### config.mk
export PLATFORM = sky130hd
export DESIGN_NAME = regfile_access_ctrl
export DESIGN_NICKNAME = d
export VERILOG_FILES = /design/src/rtl/regfile_pkg.sv /design/src/rtl/regfile_access_ctrl.sv
export SDC_FILE = /design/constraint.sdc
export NUM_CORES = 1
export LEC_CHECK = 0
export ABC_AREA = 1
export CAP_MARGIN = 30
export CORE_UTILIZATION = 45
export DETAILED_ROUTE_END_ITERATION = 8
export PLACE_DENSITY = 0.81
export SETUP_SLACK_MARGIN = 0.02
export SYNTH_ARGS = -nofsm -noshare
export SYNTH_HDL_FRONTEND = slang
export SYNTH_SLANG_ARGS = --single-unit
### constraint.sdc
create_clock -name clk -period 4.75 [get_ports clk]
set_clock_uncertainty 0.05 [all_clocks]
set_input_delay 0.95 -clock clk [delete_from_list [all_inputs] [get_ports clk]]
set_output_delay 0.95 -clock clk [all_outputs]
set_load 0.005 [all_outputs]
### src/rtl/regfile_pkg.sv
// regfile_pkg
//   Shared definitions for the 8x8 two-read/one-write register file and its
//   initiators: default widths, command opcodes and the access-controller
//   FSM state encoding.
package regfile_pkg;

    localparam int DEF_DATA_W = 8;
    localparam int DEF_ADDR_W = 3;

    localparam logic [1:0] OP_WRITE = 2'b00;
    localparam logic [1:0] OP_READ  = 2'b01;
    localparam logic [1:0] OP_COPY  = 2'b10;
    localparam logic [1:0] OP_ADD   = 2'b11;

    typedef enum logic [2:0] {
        IDLE = 3'd0,
        RD   = 3'd1,
        WSET = 3'd2,
        WPUL = 3'd3,
        RESP = 3'd4
    } state_t;

endpackage

### src/rtl/regfile_access_ctrl.sv
// regfile_access_ctrl
//   Command-driven initiator for the two-read/one-write register file.
//   One command at a time is accepted on cmd_*, the file's combinational read
//   port and edge-triggered write port are sequenced, and the result is
//   returned on rsp_* and held until rsp_ready.
// Ports
//   clk, rst_n            clock (rising edge), asynchronous active-low reset
//   cmd_valid/cmd_ready   command handshake; cmd_op/dst/src_a/src_b/wdata fields
//   rsp_valid/rsp_ready   response handshake; rsp_data_a/b, rsp_carry fields
//   rf_raddr1/2, rf_re    file read port; rf_rdata1/2 come back combinationally
//   rf_waddr/wdata, rf_we file write port; the file writes on rf_we rising
// Every output is a flop: the always_comb block computes the value each
// output takes in the next state, and the always_ff block registers it.
module regfile_access_ctrl
    import regfile_pkg::*;
#(
    parameter int DATA_W = DEF_DATA_W,
    parameter int ADDR_W = DEF_ADDR_W
) (
    input  logic              clk,
    input  logic              rst_n,
    input  logic              cmd_valid,
    output logic              cmd_ready,
    input  logic [1:0]        cmd_op,
    input  logic [ADDR_W-1:0] cmd_dst,
    input  logic [ADDR_W-1:0] cmd_src_a,
    input  logic [ADDR_W-1:0] cmd_src_b,
    input  logic [DATA_W-1:0] cmd_wdata,
    output logic              rsp_valid,
    input  logic              rsp_ready,
    output logic [DATA_W-1:0] rsp_data_a,
    output logic [DATA_W-1:0] rsp_data_b,
    output logic              rsp_carry,
    output logic [ADDR_W-1:0] rf_raddr1,
    output logic [ADDR_W-1:0] rf_raddr2,
    output logic              rf_re,
    input  logic [DATA_W-1:0] rf_rdata1,
    input  logic [DATA_W-1:0] rf_rdata2,
    output logic [ADDR_W-1:0] rf_waddr,
    output logic [DATA_W-1:0] rf_wdata,
    output logic              rf_we
);

    state_t            state, state_n;
    logic [1:0]        op_q, op_n;
    logic [ADDR_W-1:0] dst_q, dst_n;
    logic [ADDR_W-1:0] raddr1_n, raddr2_n, waddr_n;
    logic [DATA_W-1:0] wdata_n, rsp_a_n, rsp_b_n;
    logic              carry_n;
    logic [DATA_W:0]   sum;

    // Only consumed in RD, where rf_re=1 guarantees the read bus is driven.
    assign sum = {1'b0, rf_rdata1} + {1'b0, rf_rdata2};

    always_comb begin
        state_n  = state;
        op_n     = op_q;
        dst_n    = dst_q;
        raddr1_n = rf_raddr1;
        raddr2_n = rf_raddr2;
        waddr_n  = rf_waddr;
        wdata_n  = rf_wdata;
        rsp_a_n  = rsp_data_a;
        rsp_b_n  = rsp_data_b;
        carry_n  = rsp_carry;

        unique case (state)
            IDLE: begin
                if (cmd_valid) begin
                    op_n     = cmd_op;
                    dst_n    = cmd_dst;
                    raddr1_n = cmd_src_a;
                    raddr2_n = cmd_src_b;
                    if (cmd_op == OP_WRITE) begin
                        state_n = WSET;
                        waddr_n = cmd_dst;
                        wdata_n = cmd_wdata;
                        rsp_a_n = cmd_wdata;
                        rsp_b_n = '0;
                        carry_n = 1'b0;
                    end else begin
                        state_n = RD;
                    end
                end
            end
            RD: begin
                // Operands are captured here, before any write, so dst==src is safe.
                unique case (op_q)
                    OP_READ: begin
                        state_n = RESP;
                        rsp_a_n = rf_rdata1;
                        rsp_b_n = rf_rdata2;
                        carry_n = 1'b0;
                    end
                    OP_COPY: begin
                        state_n = WSET;
                        waddr_n = dst_q;
                        wdata_n = rf_rdata1;
                        rsp_a_n = rf_rdata1;
                        rsp_b_n = '0;
                        carry_n = 1'b0;
                    end
                    default: begin
                        state_n = WSET;
                        waddr_n = dst_q;
                        wdata_n = sum[DATA_W-1:0];
                        rsp_a_n = sum[DATA_W-1:0];
                        rsp_b_n = rf_rdata2;
                        carry_n = sum[DATA_W];
                    end
                endcase
            end
            WSET:    state_n = WPUL;
            WPUL:    state_n = RESP;
            RESP:    if (rsp_ready) state_n = IDLE;
            default: state_n = IDLE;
        endcase
    end

    always_ff @(posedge clk or negedge rst_n) begin
        if (!rst_n) begin
            state      <= IDLE;
            op_q       <= '0;
            dst_q      <= '0;
            cmd_ready  <= 1'b1;
            rsp_valid  <= 1'b0;
            rsp_data_a <= '0;
            rsp_data_b <= '0;
            rsp_carry  <= 1'b0;
            rf_raddr1  <= '0;
            rf_raddr2  <= '0;
            rf_re      <= 1'b0;
            rf_waddr   <= '0;
            rf_wdata   <= '0;
            rf_we      <= 1'b0;
        end else begin
            state      <= state_n;
            op_q       <= op_n;
            dst_q      <= dst_n;
            cmd_ready  <= (state_n == IDLE);
            rsp_valid  <= (state_n == RESP);
            rsp_data_a <= rsp_a_n;
            rsp_data_b <= rsp_b_n;
            rsp_carry  <= carry_n;
            rf_raddr1  <= raddr1_n;
            rf_raddr2  <= raddr2_n;
            rf_re      <= (state_n == RD);
            rf_waddr   <= waddr_n;
            rf_wdata   <= wdata_n;
            rf_we      <= (state_n == WPUL);
        end
    end

endmodule

Word level (Yosys, flattened, before mapping)
Index checks and enable logic that the tools add are counted.
{"block": "word_totals", "in_bits": 39, "out_inout_bits": 38, "wordCells": 58, "reg_bits": 46}
{"block": "classes", "n_reduce_logical": 8, "add_sub_neg": 1, "muxes": 23, "n_eq_ne": 12}
{"op": "case mux 8 bit (2 select lines)", "n": 4}
{"op": "two-way mux 8 bit", "n": 6}
{"op": "two-way mux 3 bit", "n": 6}
{"op": "case mux 3 bit (5 select lines)", "n": 1}
{"op": "adder 8 x 8 -> 9 bit", "n": 1}
{"op": "== test 3 x 2 -> 1 bit (second input constant)", "n": 3}
{"op": "== test 3 x 1 -> 1 bit (second input constant)", "n": 2}
{"op": "== test 3 bit (second input constant)", "n": 2}
{"op": "zero test 3 bit", "n": 2}
{"op": "!= test 2 bit (second input constant)", "n": 3}
{"op": "case mux 3 bit (2 select lines)", "n": 1}
{"op": "AND reduction 4 bit", "n": 1}
{"op": "two-way mux 1 bit", "n": 3}
{"op": "AND reduction 3 bit", "n": 1}
{"op": "== test 2 x 1 -> 1 bit (second input constant)", "n": 1}
{"op": "== test 2 bit (second input constant)", "n": 1}
{"op": "zero test 2 bit", "n": 1}
{"op": "two-way mux 2 bit", "n": 1}
{"op": "case mux 1 bit (2 select lines)", "n": 1}
{"op": "AND reduction 2 bit", "n": 1}
{"op": "nonzero test 2 bit", "n": 1}
{"op": "OR reduction 2 bit", "n": 1}

Longest topological paths before layout
Gate-level depths: netlist of run 1.
{"block": "depth", "depth_word": 5, "ltp_mapped": 12, "depth_no_buf": 12}

Least setup slack after synthesis of run 1
OpenSTA, ideal clock, no wires.
{"block": "synth_timing", "kind": "input to register", "from": "input port rf_rdata1[0]", "to": "register rf_wdata[4]", "slack_ns": 2.366, "n_path_buf": 0, "cell_stages": 11, "required_time_ns": 4.627, "setup_ns": 0.073, "t_arrival_ns": 2.261, "cell_sequence": "ha_1 > inv_1 > fa_1 > inv_1 > nand2_1 > nand2_1 > nand2_1 > or2_2 > nand3_1 > nand2_1 > a21oi_2"}
{"block": "synth_between", "elab_chain_len": 3}
{"element": "start: declaration", "line_no": "regfile_access_ctrl.sv:37", "text": "input logic [DATA_W-1:0] rf_rdata1,"}
{"element": "adder 8 x 8 -> 9 bit", "line_no": "regfile_access_ctrl.sv:53", "text": "assign sum = {1'b0, rf_rdata1} + {1'b0, rf_rdata2};"}
{"element": "case mux 8 bit (2 select lines)", "line_no": "regfile_access_ctrl.sv:88", "text": "unique case (op_q)"}
{"element": "case mux 8 bit (2 select lines)", "line_no": "regfile_access_ctrl.sv:67", "text": "unique case (state)"}
{"element": "end signal: assignment", "line_no": "regfile_access_ctrl.sv:149", "text": "rf_wdata <= wdata_n;"}
{"element": "end: declaration", "line_no": "regfile_access_ctrl.sv:40", "text": "output logic [DATA_W-1:0] rf_wdata,"}
Every way passes these cells.
A chain may end at the register's enable or synchronous reset.

Worst setup path after layout of run 1
Same ends and word-level chain as after synthesis.

==> results of run 1 <==
## routing by layer
layer	track usage	up-vias
met4	0.05094	0
met1	0.2959	1075
met2	0.3696	80
met5	0	-
met3	0.04405	5
li1	-	1131
## worst max-delay path: stages
cell and delay [ns]:
clkdlybuf4s50_1 0.49, ha_1 0.18, inv_1 0.06, fa_1 0.40, inv_1 0.07, nand2_1 0.04, nand2_1 0.07, nand2_1 0.07
or2_2 0.30, nand3_1 0.07, nand2_1 0.08, a21oi_2 0.15
## final cells by class
cell class                      instances  area share
Sequential cell                        46      0.3374
Clock inverter                          2    0.004029
Clock buffer                            6     0.02125
Tap cell                               70     0.02564
Multi-Input combinational cell        212      0.3549
Inverter                               25     0.02747
Timing Repair Buffer                   77      0.2293
## cell families after synthesis
logic type / after synthesis
xor+xnor: 1
fa+ha+maj: 11
mux: 9
buf+inv: 39
simple gates: 135
compound gates: 56
flops: 46
## worst max-delay path by stage
stage / from / endpoint / slack (ns)
3_5_place_dp: rf_rdata1[0] / rf_wdata[4] / 1.69
6_report: rf_rdata1[0] / rf_wdata[4] / 1.99
3_3_place_gp: rf_rdata1[0] / rf_wdata[4] / 1.80
4_1_cts: rf_rdata1[0] / rf_wdata[4] / 1.99
2_1_floorplan: rf_rdata1[0] / rf_wdata[4] / 2.37
5_1_grt: rf_rdata1[0] / rf_wdata[4] / 1.86
## cells in the mapped netlist, types with 2 or more instances
cell      number  area share
o21a_1         2      0.0059
clkbuf_1       4      0.0059
buf_1          2      0.0030
or2_2          3      0.0074
nand3b_1       4       0.012
ha_1          10       0.049
inv_1         24       0.036
nor3_1         2      0.0039
o21ai_0       14       0.028
nor2_1        25       0.037
a31oi_1        7       0.017
a21oi_2        4       0.014
nand3_1       35       0.069
o211ai_1       5       0.015
a22oi_1        5       0.015
mux2_2         9       0.040
buf_6          2      0.0089
dfrtp_1       45        0.44
buf_2          5      0.0099
a21oi_1       18       0.036
nand2_1       59       0.087
## flip-flops by register name, summed over array words and instances (netlist names), 2 cells and up
signal,count
rf_wdata,8
rsp_data_a,8
rsp_data_b,8
dst_q,3
rf_raddr1,3
rf_raddr2,3
rf_waddr,3
state,3
op_q,2
## per-stage QoR
step / cells / power (mW) / setup slack, ns / util
after global placement: 429 / 1.660 / 1.804 / 0.6265
after floorplan: 297 / 1.244 / 2.366 / -
final: 438 / 1.918 / 1.988 / 0.6481
after CTS: 438 / 1.929 / 1.993 / 0.6481
after detailed placement: 430 / 1.692 / 1.685 / 0.6318
after global routing: 438 / 2.079 / 1.865 / 0.6481
## power groups by stage
stage                     logic (mW)  clock network (mW)  registers [mW]
final                           1.00               0.234           0.683
after global routing            1.11               0.256           0.708
after CTS                       1.01               0.238           0.684
after detailed placement        1.00                   0           0.691
after global placement         0.977                   0           0.683
after floorplan                0.554                   0           0.690
==> impl_metrics.ini, run 1 <==
[status]
status = complete, no violations

[placement]
routabilityCongestion = 0.8400
dpl.hpwl_um = 4668
buffer_ports.inserted = 76
place_area_um2 = 3329

[timing]
finalCriticalPeriod_ns = 2.762
slew_headroom = 0.5795
rsz0062_at_grt = false
period_share = 0.5815
maxSlewViolCount = 0
setup_viol = 0
fmaxAchievable_mhz = 362.1
hold_viol_final = 0
setup_tns_ns = 0
tightest_slew_ns = 0.6285
holdWs_ns = 0.4534

[yosys]
yosysWarnings = 0
yosysUniqueCellTypes = 34
synthSimpleGateAreaFrac = 0.2447
synth_compound_area_frac = 0.1327
async_reset_ff_frac = 1.000
synth-seq-cells = 46
synth_top_family_by_area = simple AND/OR/NAND/NOR gates
syn_inst = 297
synthMuxAreaShare = 0.03996
synth_top_flop_cell = dfrtp_1
synth-edff-count = 0
synth.avg_cell_area_um2 = 8.539
synth_nets = 347
synthXorXnorAreaFrac = 0.003453
ys_seq_area_frac = 0.4544
synth_fa_ha_area_frac = 0.05723
syn_area_um2 = 2536

[final_layout]
multiInputGateArea_um2 = 1212
layout-drive-gt1-share = 0.08967
layout_commonest_cell = clkdlybuf4s50_1
num-nets-final = 417
layout_common_cells = clkdlybuf4s50_1 (75), nand2_1 (59), dfrtp_1 (45)
syn_to_final_growth_pct = 34.68
diodes = 0
finalInstanceArea_um2 = 3416
nFillCells = 467
ff_latch_area_um2 = 1152

[global_route]
grt_pass1_vias = 2199
grt_start_max_net_pins = 38
grt_pass1_wl_um = 10320
antenna_found_initial = 0
overflow = 0
grtUsageTotal = 0.2212

[floorplan]
die-width_um = 77.08
die-area_um2 = 5941
rows = 26
die_h_um = 77.08
core-area_um2 = 5270
ios = 77
initial_core_util = 0.4812

[power_and_ir_drop]
power_switching_mw = 0.7212
p_leak_nw = 1.576
pwr-share-comb = 0.522
p_int_mw = 1.197
pwr-share-seq = 0.356
pwr-share-clk = 0.122
ir_drop_v = 0.0002752
power_density_nw_per_um2 = 561.6
p_sw_frac = 0.3759

[route]
first_pass_iters = 5
drc_errors = 0
via_count = 2291
wl_um = 6116
ant_nets = 0
highest_layer = met4
detail_route.wl_per_cell_um = 13.96
wl_met2_um = 2952
viasPerCell = 5.231
wl_met3_um = 336
drtIter0Drc = 139
wl_met1_um = 2770

[clocking]
clock_sinks = 46
htree_num_levels = 2
cts_setup_buffers = 0
ctsResizeCount = 0
clock-root-buffer = clkbuf_8
cts_tree = yes
cts-buffers-inserted = 5
clockBufferDepth = 2
insertion_delay_ns = 0.30
hold_buffers = 0
path_clk_slew_ns = 0.08

[setup_path]
r2r-end = rf_wdata[2]
cp.arrival_ns = 2.94
worstSetupPathType = input pin to flip-flop
path_max_fanout = 3
cp.required_ns = 4.93
r2r-start = state[2]
worstRegToRegCells = 6
cp-start-kind = input pin
rrSetupSlack_ns = 2.49
end_kind = flip-flop

[worst_hold_path]
worstHoldStart = rf_wdata[2]
hold_class = flip-flop to flip-flop
min_path_cells = 1
whs_endpoint = rf_wdata[2]

[flow_run]
maxCapViolations = 0
Power figures use the tool's default switching activity.
==> run 2: changes to the inputs <==
CORE_UTILIZATION = 42   (was 45)
PLACE_DENSITY = 0.8   (was 0.81)
clock period = 2.5 ns   (was 4.75 ns; I/O delays follow)
==> run 2 against run 1 <==
Against the previous run: hold slack lost 0.23 ns; die area grew 6.9%; cell count increased by 2.1%; critical endpoint unchanged.
==> impl_metrics.ini, run 2 (same netlist as run 1, synthesis figures left out) <==
[status]
status = complete, no violations

[placement]
buffer_ports.inserted = 76
routabilityCongestion = 0.8440
dpl.hpwl_um = 4734
dp_cells = 439
dp_slack_ns = -0.03314

[final_layout]
layout-drive-gt1-share = 0.1093
syn_to_final_growth_pct = 36.21
num-nets-final = 424
top_regs = rf_wdata (8), rsp_data_a (8), rsp_data_b (8)
final_cell_count_no_fill = 447
layout_commonest_cell = clkdlybuf4s50_1
diodes = 0
layout_common_cells = clkdlybuf4s50_1 (75), nand2_1 (59), dfrtp_1 (45)

[timing]
tightest_slew_ns = 0.5765
setup_viol = 0
worst_slack_ns = 0.2680
hold_viol_final = 0
fmaxAchievable_mhz = 448.0
period_share = 0.8928
rsz0062_at_grt = false
maxSlewViolCount = 0
finalCriticalPeriod_ns = 2.232
slew_headroom = 0.6157

[setup_path]
rrSetupSlack_ns = 0.64
worstSetupPathType = input pin to flip-flop
cp.arrival_ns = 2.42
cp-start-kind = input pin
r2r-end = rf_wdata[2]
cp.required_ns = 2.68
end_kind = flip-flop
r2r-start = op_q[0]
path_max_fanout = 2
worstRegToRegCells = 6

[clocking]
hold_buffers = 0
ctsResizeCount = 0
clockBufferDepth = 2
htree_num_levels = 2
cts-buffers-inserted = 5
clock_sinks = 46
cts_tree = yes
cts_setup_buffers = 0
clock-root-buffer = clkbuf_8
path_clk_slew_ns = 0.09
insertion_delay_ns = 0.30

[route]
drtIter0Drc = 130
ant_nets = 0
drc_errors = 0
first_pass_iters = 4
wl_met3_um = 418
highest_layer = met4
wl_met2_um = 2946
viasPerCell = 5.130
wl_um = 6286
wl_met1_um = 2862
detail_route.wl_per_cell_um = 14.06
via_count = 2293

[worst_hold_path]
hold_class = input pin to async pin

[power_and_ir_drop]
p_leak_nw = 1.599
power_density_nw_per_um2 = 1072
ir_drop_v = 0.0004291

[floorplan]
rows = 27
core-area_um2 = 5675
ios = 77
die-width_um = 79.71
die_h_um = 79.71
initial_core_util = 0.4469
die-area_um2 = 6353

[global_route]
grtUsageTotal = 0.2128
overflow = 0
grt_pass1_vias = 2147
grt_pass1_wl_um = 10350
grt_start_max_net_pins = 47
antenna_found_initial = 0

[flow_run]
maxCapViolations = 0
run 2: changes by cell type in the layout (fill, tap and decap cells not counted), sizes merged:
cell and delta:
clkinvlp +1, buf +7, clkbuf -1
run 2: layer usage:
metal	track usage	vias to the layer above
met3	0.03771	6
met5	0	-
met4	0.04909	0
met2	0.3444	78
li1	-	1146
met1	0.2948	1063
run 2: cell type report:
type                            count  area (um2)
Fill cell                         511        2221
Multi-Input combinational cell    212        1212
Sequential cell                    46        1152
Timing Repair Buffer               84       815.8
Inverter                           25       93.84
Tap cell                           72       90.09
Clock buffer                        5       68.82
Clock inverter                      3       21.27
run 2: through the flow:
stage	util	setup TNS (ns)	cell area, um2	hold slack, ns	power (mW)
floorplan	-	0	2536	0.1544	2.363
global placement	0.5928	0	3364	0.4231	3.200
detailed placement	0.5928	-0.04246	3364	0.4432	3.260
CTS	0.6087	0	3455	0.2485	3.730
global route	0.6087	0	3455	0.2593	3.999
finish	0.6087	0	3455	0.2192	3.703
run 2: critical path: stages:
cell and delay (ns):
clkdlybuf4s50_1 0.48, ha_1 0.18, inv_1 0.06, fa_1 0.38
inv_1 0.07, nand2_1 0.04, nand2_1 0.07, nand2_1 0.07
or2_2 0.28, nand3_1 0.08, nand2_1 0.07, a21oi_2 0.13
run 2: worst max-delay path by stage:
stage | slack (ns) | to | start
CTS | 0.28 | rf_wdata[4] | rf_rdata2[0]
floorplan | 0.57 | rf_wdata[4] | rf_rdata1[0]
finish | 0.27 | rf_wdata[4] | rf_rdata2[0]
global route | 0.13 | rf_wdata[4] | rf_rdata1[0]
global placement | 0.04 | rf_wdata[4] | rf_rdata1[0]
detailed placement | -0.03 | rf_wdata[4] | rf_rdata1[0]
run 2: power by group:
part / internal, mW / total (mW) / leakage (nW) / switching [mW]
logic: 0.998 / 1.94 / 1.01 / 0.946
clock network: 0.197 / 0.461 / 0.0441 / 0.264
registers: 1.11 / 1.30 / 0.545 / 0.192
total: 2.30 / 3.70 / 1.60 / 1.40
